$ cat src/rtl/cia_pkg.sv
// Shared definitions for the CIA-style serial port: register map, STATUS/ICR/CTRL
// bit positions and the master shifter state encoding.
package cia_pkg;

  localparam logic [1:0] SP_DATA   = 2'd0;
  localparam logic [1:0] SP_STATUS = 2'd1;
  localparam logic [1:0] SP_CTRL   = 2'd2;
  localparam logic [1:0] SP_ICR    = 2'd3;

  localparam int ST_TX_EMPTY = 0;
  localparam int ST_TX_FULL  = 1;
  localparam int ST_RX_EMPTY = 2;
  localparam int ST_RX_FULL  = 3;
  localparam int ST_BUSY     = 4;
  localparam int ST_OVR      = 5;
  localparam int ST_UNF      = 6;
  localparam int ST_DONE     = 7;

  localparam int ICR_DONE = 0;
  localparam int ICR_OVR  = 1;
  localparam int ICR_UNF  = 2;

  localparam int CTRL_MODE    = 0;
  localparam int CTRL_EN_DONE = 1;
  localparam int CTRL_EN_RX   = 2;
  localparam int CTRL_EN_ERR  = 3;

  typedef enum logic [1:0] {
    M_IDLE  = 2'd0,
    M_SHIFT = 2'd1,
    M_GAP   = 2'd2
  } mstate_e;

endpackage

$ cat src/rtl/sp_fifo.sv
// Show-ahead FIFO used for both the TX and RX word queues.
// A push into a full FIFO is accepted only when a pop happens in the same cycle.
module sp_fifo #(
  parameter int WIDTH = 8,
  parameter int DEPTH = 4
) (
  input  logic                     clk,
  input  logic                     reset_n,
  input  logic                     push,
  input  logic [WIDTH-1:0]         wdata,
  input  logic                     pop,
  output logic [WIDTH-1:0]         rdata,
  output logic                     full,
  output logic                     empty,
  output logic [$clog2(DEPTH):0]   count
);

  localparam int AW = $clog2(DEPTH);

  logic [WIDTH-1:0] mem [DEPTH];
  logic [AW-1:0]    rd_ptr, wr_ptr;
  logic             do_push, do_pop;

  assign empty   = (count == '0);
  assign full    = (count == (AW+1)'(DEPTH));
  assign do_pop  = pop & ~empty;
  assign do_push = push & (~full | do_pop);
  assign rdata   = mem[rd_ptr];

  always_ff @(posedge clk) begin
    if (do_push) mem[wr_ptr] <= wdata;
  end

  // Pointers are exactly log2(DEPTH) bits wide, so they wrap on their own.
  always_ff @(posedge clk or negedge reset_n) begin
    if (!reset_n) begin
      rd_ptr <= '0;
      wr_ptr <= '0;
      count  <= '0;
    end else begin
      if (do_push) wr_ptr <= wr_ptr + 1'b1;
      if (do_pop)  rd_ptr <= rd_ptr + 1'b1;
      case ({do_push, do_pop})
        2'b10:   count <= count + 1'b1;
        2'b01:   count <= count - 1'b1;
        default: count <= count;
      endcase
    end
  end

endmodule

$ cat src/rtl/cia_serial_port.sv
// Parametrised 6526-style serial port: TX/RX FIFOs, tick-paced master shifter,
// synchronised slave receiver, sticky DONE/OVR/UNF flags and registered irq.
module cia_serial_port
  import cia_pkg::*;
#(
  parameter int DATA_W      = 8,
  parameter int FIFO_DEPTH  = 4,
  parameter int SYNC_STAGES = 2
) (
  input  logic              clk,
  input  logic              reset_n,
  input  logic              cs,
  input  logic              we,
  input  logic [1:0]        addr,
  input  logic [DATA_W-1:0] din,
  output logic [DATA_W-1:0] dout,
  input  logic              tick,
  input  logic              sp_in,
  output logic              sp_out,
  input  logic              cnt_in,
  output logic              cnt_out,
  output logic              irq
);

  localparam int CW = $clog2(FIFO_DEPTH) + 1;
  localparam int BW = $clog2(DATA_W + 1);

  // ---------------- bus decode ----------------
  logic data_wr, ctrl_wr, icr_wr, data_rd, rd;
  logic [3:0] ctrl;
  logic mode, mode_chg;

  assign rd       = cs & ~we;
  assign data_wr  = cs & we & (addr == SP_DATA);
  assign ctrl_wr  = cs & we & (addr == SP_CTRL);
  assign icr_wr   = cs & we & (addr == SP_ICR);
  assign data_rd  = rd & (addr == SP_DATA);
  assign mode     = ctrl[CTRL_MODE];
  // A mode flip aborts whatever is in flight in the same cycle as the write.
  assign mode_chg = ctrl_wr & (din[CTRL_MODE] != mode);

  // ---------------- FIFOs ----------------
  logic [DATA_W-1:0] tx_rdata, rx_rdata, s_word;
  logic              tx_full, tx_empty, rx_full, rx_empty;
  logic [CW-1:0]     tx_count, rx_count;
  logic              tx_pop, rx_pop, s_push;

  assign rx_pop = data_rd & ~rx_empty;

  sp_fifo #(.WIDTH(DATA_W), .DEPTH(FIFO_DEPTH)) u_tx_fifo (
    .clk(clk), .reset_n(reset_n),
    .push(data_wr), .wdata(din), .pop(tx_pop), .rdata(tx_rdata),
    .full(tx_full), .empty(tx_empty), .count(tx_count)
  );

  sp_fifo #(.WIDTH(DATA_W), .DEPTH(FIFO_DEPTH)) u_rx_fifo (
    .clk(clk), .reset_n(reset_n),
    .push(s_push), .wdata(s_word), .pop(rx_pop), .rdata(rx_rdata),
    .full(rx_full), .empty(rx_empty), .count(rx_count)
  );

  // ---------------- master shifter ----------------
  mstate_e           state, state_n;
  logic [DATA_W-1:0] m_shreg, m_shreg_n;
  logic [BW-1:0]     bitcnt, bitcnt_n;
  logic              cnt_out_n, sp_out_n, m_done;

  always_comb begin
    state_n   = state;
    m_shreg_n = m_shreg;
    bitcnt_n  = bitcnt;
    cnt_out_n = cnt_out;
    sp_out_n  = sp_out;
    tx_pop    = 1'b0;
    m_done    = 1'b0;
    if (mode_chg) begin
      state_n   = M_IDLE;
      bitcnt_n  = '0;
      cnt_out_n = 1'b1;
      sp_out_n  = 1'b1;
    end else begin
      case (state)
        M_IDLE: begin
          if (mode && !tx_empty) begin
            tx_pop    = 1'b1;
            m_shreg_n = tx_rdata;
            sp_out_n  = tx_rdata[DATA_W-1];
            bitcnt_n  = BW'(DATA_W);
            state_n   = M_SHIFT;
          end
        end
        M_SHIFT: begin
          if (bitcnt == '0 && cnt_out) begin
            m_done   = 1'b1;
            sp_out_n = 1'b1;
            state_n  = M_GAP;
          end else if (tick) begin
            cnt_out_n = ~cnt_out;
            if (cnt_out) begin
              // Falling edge: current MSB goes out, held through the next rise.
              sp_out_n  = m_shreg[DATA_W-1];
              m_shreg_n = m_shreg << 1;
            end else begin
              bitcnt_n = bitcnt - 1'b1;
            end
          end
        end
        M_GAP: begin
          if (tick) state_n = M_IDLE;
        end
        default: state_n = M_IDLE;
      endcase
    end
  end

  always_ff @(posedge clk or negedge reset_n) begin
    if (!reset_n) begin
      state   <= M_IDLE;
      m_shreg <= '0;
      bitcnt  <= '0;
      cnt_out <= 1'b1;
      sp_out  <= 1'b1;
    end else begin
      state   <= state_n;
      m_shreg <= m_shreg_n;
      bitcnt  <= bitcnt_n;
      cnt_out <= cnt_out_n;
      sp_out  <= sp_out_n;
    end
  end

  // ---------------- slave receiver ----------------
  logic [SYNC_STAGES-1:0] cnt_sync, sp_sync;
  logic                   cnt_prev, cnt_s, sp_s, s_rise, s_last;
  logic [DATA_W-1:0]      s_shreg;
  logic [BW-1:0]          s_cnt;

  assign cnt_s  = cnt_sync[SYNC_STAGES-1];
  assign sp_s   = sp_sync[SYNC_STAGES-1];
  assign s_rise = cnt_s & ~cnt_prev & ~mode & ~mode_chg;
  assign s_word = {s_shreg[DATA_W-2:0], sp_s};
  assign s_last = s_rise & (s_cnt == BW'(DATA_W - 1));
  assign s_push = s_last;

  // Synchronisers reset high so a released bus with idle-high cnt_in sees no edge.
  always_ff @(posedge clk or negedge reset_n) begin
    if (!reset_n) begin
      cnt_sync <= '1;
      sp_sync  <= '1;
      cnt_prev <= 1'b1;
      s_shreg  <= '0;
      s_cnt    <= '0;
    end else begin
      cnt_sync <= SYNC_STAGES'({cnt_sync, cnt_in});
      sp_sync  <= SYNC_STAGES'({sp_sync, sp_in});
      cnt_prev <= cnt_s;
      if (mode || mode_chg) begin
        s_cnt <= '0;
      end else if (s_rise) begin
        s_shreg <= s_word;
        s_cnt   <= s_last ? '0 : s_cnt + 1'b1;
      end
    end
  end

  // ---------------- flags, registers, irq ----------------
  logic done, ovr, unf, busy, ovr_set, unf_set;
  logic [DATA_W-1:0] status;
  logic [2*CW+2:0]   icr_view;

  assign busy    = (state != M_IDLE) | (s_cnt != '0);
  assign ovr_set = (data_wr & tx_full & ~tx_pop) | (s_push & rx_full & ~rx_pop);
  assign unf_set = data_rd & rx_empty;
  // ICR reads back pending flags with FIFO levels above them (truncated to bus width).
  assign icr_view = {rx_count, tx_count, unf, ovr, done};

  always_comb begin
    status              = '0;
    status[ST_TX_EMPTY] = tx_empty;
    status[ST_TX_FULL]  = tx_full;
    status[ST_RX_EMPTY] = rx_empty;
    status[ST_RX_FULL]  = rx_full;
    status[ST_BUSY]     = busy;
    status[ST_OVR]      = ovr;
    status[ST_UNF]      = unf;
    status[ST_DONE]     = done;
  end

  always_ff @(posedge clk or negedge reset_n) begin
    if (!reset_n) begin
      ctrl <= '0;
      done <= 1'b0;
      ovr  <= 1'b0;
      unf  <= 1'b0;
      irq  <= 1'b0;
      dout <= '0;
    end else begin
      if (ctrl_wr) ctrl <= din[3:0];
      // Set beats a same-cycle write-1-to-clear.
      done <= (done & ~(icr_wr & din[ICR_DONE])) | m_done | s_push;
      ovr  <= (ovr  & ~(icr_wr & din[ICR_OVR]))  | ovr_set;
      unf  <= (unf  & ~(icr_wr & din[ICR_UNF]))  | unf_set;
      irq  <= (done & ctrl[CTRL_EN_DONE]) | (~rx_empty & ctrl[CTRL_EN_RX]) |
              ((ovr | unf) & ctrl[CTRL_EN_ERR]);
      if (rd) begin
        case (addr)
          SP_DATA:   dout <= rx_empty ? '0 : rx_rdata;
          SP_STATUS: dout <= status;
          SP_CTRL:   dout <= DATA_W'(ctrl);
          default:   dout <= DATA_W'(icr_view);
        endcase
      end
    end
  end

endmodule

$ cat config.mk
export PLATFORM = sky130hd
export DESIGN_NAME = cia_serial_port
export DESIGN_NICKNAME = d
export VERILOG_FILES = /design/src/rtl/cia_pkg.sv /design/src/rtl/sp_fifo.sv /design/src/rtl/cia_serial_port.sv
export SDC_FILE = /design/constraint.sdc
export NUM_CORES = 1
export LEC_CHECK = 0
export ABC_CLOCK_PERIOD_IN_PS = 2300
export CORE_MARGIN = 2
export CORE_UTILIZATION = 56
export CTS_BUF_LIST = sky130_fd_sc_hd__clkbuf_4 sky130_fd_sc_hd__clkbuf_8
export DETAILED_ROUTE_END_ITERATION = 7
export PLACE_DENSITY = 0.78
export SLEW_MARGIN = 20
export SYNTH_ARGS = -nofsm -noshare
export SYNTH_HDL_FRONTEND = slang
export SYNTH_SLANG_ARGS = --single-unit
$ cat constraint.sdc
create_clock -name clk -period 2.3 [get_ports clk]
set_input_delay 0.23 -clock clk [delete_from_list [all_inputs] [get_ports clk]]
set_output_delay 0.23 -clock clk [all_outputs]
set_load 0.01 [all_outputs]
==> results of run 1 <==
## cells in the mapped netlist, drive strengths merged (6+ instances only)
cell / number
and2: 8
xor2: 6
a21oi: 13
buf: 6
dfrtp: 55
mux2: 20
o21ai: 11
edfxtp: 64
xnor2: 7
clkbuf: 10
mux4: 16
nand2: 51
ha: 12
nor2: 26
inv: 17
dfstp: 7
## state kept, by name, summed over array words and instances, names as in the netlist, 2 cells and up
| name | count |
|---|---|
| cnt_sync | 2 |
| u_tx_fifo.mem | 32 |
| sp_sync | 2 |
| u_rx_fifo.rd_ptr | 2 |
| dout | 8 |
| u_rx_fifo.mem | 32 |
| u_tx_fifo.wr_ptr | 2 |
| ctrl | 4 |
| bitcnt | 4 |
| s_cnt | 4 |
| s_shreg | 7 |
| u_rx_fifo.count | 3 |
| u_rx_fifo.wr_ptr | 2 |
| m_shreg | 8 |
| u_tx_fifo.count | 3 |
| state | 2 |
| u_tx_fifo.rd_ptr | 2 |
## cell type report
class                      instances  area, um^2  share of cell area
timing repair buffer              76         736               0.107
clock buffer                      20         263              0.0381
sequential                       126        3480               0.505
clock inverter                    12        97.6              0.0141
tap                              133         166              0.0241
inverter                          17        63.8             0.00925
multi-input combinational        244        2090               0.303
## power breakdown
group | leakage (nW) | switching (mW) | internal, mW | total (mW)
sequential | 1.33 | 0.523 | 2.87 | 3.39
combinational | 1.23 | 1.04 | 1.25 | 2.29
clock | 0.170 | 0.852 | 0.889 | 1.74
## worst reg2reg max path, cell delays in order (launching register included)
cell and delay, ns:
dfrtp_1 0.39, ha_2 0.20, nand3b_1 0.16, a2111oi_4 0.34, and2b_4 0.21, inv_2 0.05
ha_4 0.16, inv_2 0.06, fa_2 0.21, xor2_2 0.14, nor2_2 0.06, xor2_1 0.14
## through the flow
stage                     std cells  hold slack, ns  utilization
final                           628           0.198        0.703
after global placement          592           0.292        0.659
after floorplan                 403         -0.0656            -
after global routing            628           0.183        0.703
after CTS                       626           0.168        0.698
after detailed placement        592           0.299        0.659
## path summary, 6_finish.rpt
check                      cells past startpoint            startpoint  slack, ns                        endpoint
max                                           11  s_cnt[1]$_DFFE_PN0P_       0.08  u_rx_fifo.count[2]$_DFFE_PN0P_
min                                            1                 sp_in       0.20            sp_sync[0]$_DFF_PN1_
max reg2reg                                   11  s_cnt[1]$_DFFE_PN0P_       0.08  u_rx_fifo.count[2]$_DFFE_PN0P_
min reg2reg                                    0  sp_sync[0]$_DFF_PN1_       0.36            sp_sync[1]$_DFF_PN1_
max in group asynchronous                      3               reset_n       1.16           cnt_sync[0]$_DFF_PN1_
min in group asynchronous                      2               reset_n       0.36          m_shreg[4]$_DFFE_PN0P_
## routing by layer
layer,vias up,share of wire
met5,-,0
met4,0,0.025
met3,24,0.034
met2,73,0.53
met1,1777,0.41
li1,1635,-
## logic make-up (layout without fill, tap and decap cells)
logic type                 count (synthesis)  count (layout)  share of synthesized area
adders and majority gates                 14              14                     0.0333
and+or+nand+nor                          120             120                      0.109
muxes                                     41              41                      0.116
xor gates and xnor gates                  13              13                     0.0232
DFF                                      126             126                      0.610
buffers and inverters                     33             125                     0.0298
AOI/OAI and AO/OA                         56              56                     0.0779
## what timing repair did
item / in CTS / in global routing
endpoints found under the setup margin: 2 / 3
buffers inserted: 1 / 2
gates resized for setup: 1 / 12
gates cloned: 0 / 0
hold endpoints to repair: 28 / 0
hold buffers: 1 / 0
pin swaps: 1 / 5
==> flow_summary.ini, run 1 <==
[drt]
antenna_left = 0
viasPerCell = 5.59
drt-initial-drc-count = 237
first_pass_iters = 4
drcViolationCount = 0
totalWireLength_um = 11600
num_vias = 3509
wl_per_cell_um = 18.5

[logic_synthesis]
synth_top_cells_by_area = edfxtp_1, dfrtp_1, mux4_2
ys_seq_area_frac = 0.610
synth.ff_latch_count = 126
synth_edf_count = 64
syn-cell-area_um2 = 5710
yosysTopAreaCell = edfxtp_1
ys_types = 67
synth_top_flop_cell = edfxtp_1
synth_nets = 434
synth_warnings = 0
synthCells = 403
avgSynthCellArea_um2 = 14.2
synthArstFlopShare = 0.492
synth.top_cell.area_share = 0.337

[die]
placement_rows = 36
dieArea_um2 = 11000
die-width_um = 105
io_pins = 28
start_util = 0.581
coreArea_um2 = 9820
fp.dieH_um = 105

[worst_setup_path]
cp_max_fo = 4
critPathSlowestCell = dfrtp_1
crit_path_cell_trace = ha_2 > nand3b_1 > a2111oi_4 > and2b_4 > inv_2 > ha_4 > inv_2 > fa_2 > xor2_2 > nor2_2 > xor2_1
required_ns = 2.63
path_class = reg -> reg
cp-end-kind = flip-flop
slowest_delay_ns = 0.39
crit_arrival_ns = 2.55
crit_top_cell = inv_2
critPathBufInv = 2
startpoint_type = flip-flop
cp_top_family = adder cells

[clock_tree]
cts_buffers = 17
clock_path_buffers = 2
cts_tree = built
cts.reportedPaths.clkPinSlew_ns = 0.07
htreeDepth = 4
cts_num_sinks = 126
cts.root.buffer_cell = clkbuf_8
clk_latency_ns = 0.44

[pwr]
leakage_nw = 2.73
powerDensity_nw_per_um2 = 1080
irDropWorstVdd_mv = 0.700
power_mw = 7.42

[worst_hold_path]
hold_class = in -> reg

[sta]
finalHoldViolations = 0
post-route-period-util = 0.967
post-route-min-period_ns = 2.22
finClkSkew_ns = 0.0151
fmax_mhz = 449
setup_violations = 0
layout_setup_ws_ns = 0.0752
rsz0062_at_grt = true
slew_headroom = 0.552
setup_tns_ns = 0
worst_pin_slew_ns = 0.672
slew_viol_final = 0

[layout]
num-nets-final = 513
syn2layout_area_growth_pct = 20.9
drive_above_1_share = 0.297
final_area_um2 = 6900
final_cell_mix = edfxtp_1, dfrtp_1, nand2_1
fill_cells = 679
final_common_cell = edfxtp_1
antenna_cells = 0

[flow_run]
max_cap_viol_count = 0

[global_route]
grt_pass1_vias = 3778
grtUsageMet1 = 0.276
grt_max_degree = 31
antenna_found_initial = 0
track_usage = 0.231
grt_use_met3 = 0.0530
grt_busiest_layer = met2
grtUsageMet2 = 0.395
grt_overflow = 0
grt_pass1_wl_um = 19100

[outcome]
outcome = complete, no violations

[place]
io_buffers = 27
hpwl_um = 8360
post-place-ws_ns = -0.208
routabilityCongestion = 0.888
place_area_um2 = 6470
(Power assumes the default switching activity.)
==> run 2: changes to the inputs <==
--- a/config.mk
+++ b/config.mk
@@ -10,7 +10,7 @@
 export CORE_UTILIZATION = 56
 export CTS_BUF_LIST = sky130_fd_sc_hd__clkbuf_4 sky130_fd_sc_hd__clkbuf_8
 export DETAILED_ROUTE_END_ITERATION = 7
-export PLACE_DENSITY = 0.78
+export PLACE_DENSITY = 0.83
 export SLEW_MARGIN = 20
 export SYNTH_ARGS = -nofsm -noshare
 export SYNTH_HDL_FRONTEND = slang
==> constraint.sdc (replaced) <==
create_clock -name clk -period 2.3 [get_ports clk]
set_input_delay 0.23 -clock clk [delete_from_list [all_inputs] [get_ports clk]]
set_output_delay 0.23 -clock clk [all_outputs]
set_load 0.1 [all_outputs]
==> flow_summary.ini, run 2 (synthesis results as in run 1) <==
[sta]
post-route-min-period_ns = 2.19
finClkSkew_ns = 0.00930
slew_headroom = 0.554
post-route-period-util = 0.952
fmax_mhz = 457
slew_viol_final = 0
worst_pin_slew_ns = 0.669
finalHoldViolations = 0
rsz0062_at_grt = false
setup_violations = 0
setup_tns_ns = 0

[drt]
num_vias = 3447
antenna_left = 0
viasPerCell = 5.52
first_pass_iters = 4
drt-initial-drc-count = 196
drcViolationCount = 0
wl_per_cell_um = 17.1
totalWireLength_um = 10700

[clock_tree]
cts.reportedPaths.clkPinSlew_ns = 0.07
cts_tree = built
clk_latency_ns = 0.43
clock_path_buffers = 2
cts.root.buffer_cell = clkbuf_8
htreeDepth = 4
cts_num_sinks = 126
cts_buffers = 17

[worst_setup_path]
critPathSlowestCell = dfrtp_1
required_ns = 2.61
crit_path_cell_trace = ha_2 > nand3b_1 > a2111oi_4 > and2b_4 > inv_1 > ha_2 > inv_2 > fa_2 > xor2_1 > nor2_1 > xor2_1
cp-end-kind = flip-flop
cp_top_family = adder cells
slowest_delay_ns = 0.38
crit_arrival_ns = 2.50
critPathBufInv = 2
cp_max_fo = 3
path_class = reg -> reg
startpoint_type = flip-flop

[die]
dieArea_um2 = 11000
io_pins = 28
die-width_um = 105
placement_rows = 36
fp.dieH_um = 105
coreArea_um2 = 9820
start_util = 0.581

[global_route]
track_usage = 0.215
grt_overflow = 0
grt_pass1_wl_um = 17900
grt_max_degree = 37
antenna_found_initial = 0
grt_pass1_vias = 3581

[place]
hpwl_um = 7680
io_buffers = 27
routabilityCongestion = 0.889

[layout]
reg_top3 = u_rx_fifo.mem: 32 flops, u_tx_fifo.mem: 32 flops
final_cell_mix = edfxtp_1, dfrtp_1, nand2_1
syn2layout_area_growth_pct = 19.3
final_common_cell = edfxtp_1
num-nets-final = 511
antenna_cells = 0
drive_above_1_share = 0.305
final_util = 0.693

[pwr]
combinationalPowerShare = 0.341
power_mw = 7.69
leakage_nw = 2.73
p_sw_mw = 2.77
switching_share = 0.360
internal-power_mw = 4.92
powerDensity_nw_per_um2 = 1130
p_clk_frac = 0.218
seqPwrFrac = 0.442
irDropWorstVdd_mv = 0.691

[outcome]
outcome = complete, no violations

[flow_run]
max_cap_viol_count = 0

[worst_hold_path]
hold_class = in -> reg
## run 2: power groups by stage
stage | clock, mW | combinational [mW] | sequential (mW)
final | 1.67 | 2.62 | 3.39
after floorplan | 0 | 1.74 | 3.63
after CTS | 1.72 | 2.61 | 3.40
after detailed placement | 0 | 2.60 | 3.43
after global routing | 1.82 | 2.82 | 3.47
after global placement | 0 | 2.51 | 3.40
## run 2: final timing paths
check / start / to / slack [ns] / depth (start not counted)
setup / recovery: s_cnt[1]$_DFFE_PN0P_ / u_rx_fifo.count[2]$_DFFE_PN0P_ / 0.11 / 11
hold / removal: cnt_in / cnt_sync[0]$_DFF_PN1_ / 0.20 / 1
setup reg to reg: s_cnt[1]$_DFFE_PN0P_ / u_rx_fifo.count[2]$_DFFE_PN0P_ / 0.11 / 11
hold reg to reg: sp_sync[0]$_DFF_PN1_ / sp_sync[1]$_DFF_PN1_ / 0.36 / 0
max in group asynchronous: reset_n / sp_sync[0]$_DFF_PN1_ / 1.24 / 3
min in group asynchronous: reset_n / m_shreg[1]$_DFFE_PN0P_ / 0.37 / 2
## run 2: layout make-up
cell class | instances | area [um^2]
clock buffers | 19 | 249
clock inverters | 12 | 98.8
fillers | 662 | 3020
inverters | 17 | 63.8
multi-input cells | 244 | 2060
flip-flops and latches | 126 | 3480
well taps | 133 | 166
repair buffers | 74 | 681
## run 2: repair_timing
action / CTS / global route
setup endpoints to repair: 2 / 3
pin swaps: 1 / 2
resized for setup: 0 / 6
endpoints found under the hold margin: 24 / 0
hold buffers: 1 / 0
setup buffers: 0 / 4
## run 2: worst register-to-register path, cell delays in order, from the launching register on
cell and delay [ns]:
dfrtp_1 0.38, ha_2 0.19, nand3b_1 0.14, a2111oi_4 0.34
and2b_4 0.21, inv_1 0.04, ha_2 0.18, inv_2 0.05
fa_2 0.18, xor2_1 0.14, nor2_1 0.08, xor2_1 0.14
## run 2: metal layers
metal | track usage | part of all wire | up-vias
met5 | 0 | 0 | -
met3 | 0.0724 | 0.039 | 15
met4 | 0.0838 | 0.018 | 0
li1 | - | - | 1628
met1 | 0.257 | 0.42 | 1728
met2 | 0.360 | 0.53 | 76
## run 2: metrics by stage
stage | std cells | setup slack (ns) | hold slack [ns] | cell area [um^2]
after detailed placement | 589 | -0.248 | 0.296 | 6410
after global placement | 589 | -0.122 | 0.284 | 6410
final | 625 | 0.110 | 0.203 | 6800
after floorplan | 403 | 0.122 | -0.0656 | 5710
after CTS | 621 | 0.0860 | 0.178 | 6760
after global routing | 625 | 0.0145 | 0.176 | 6800
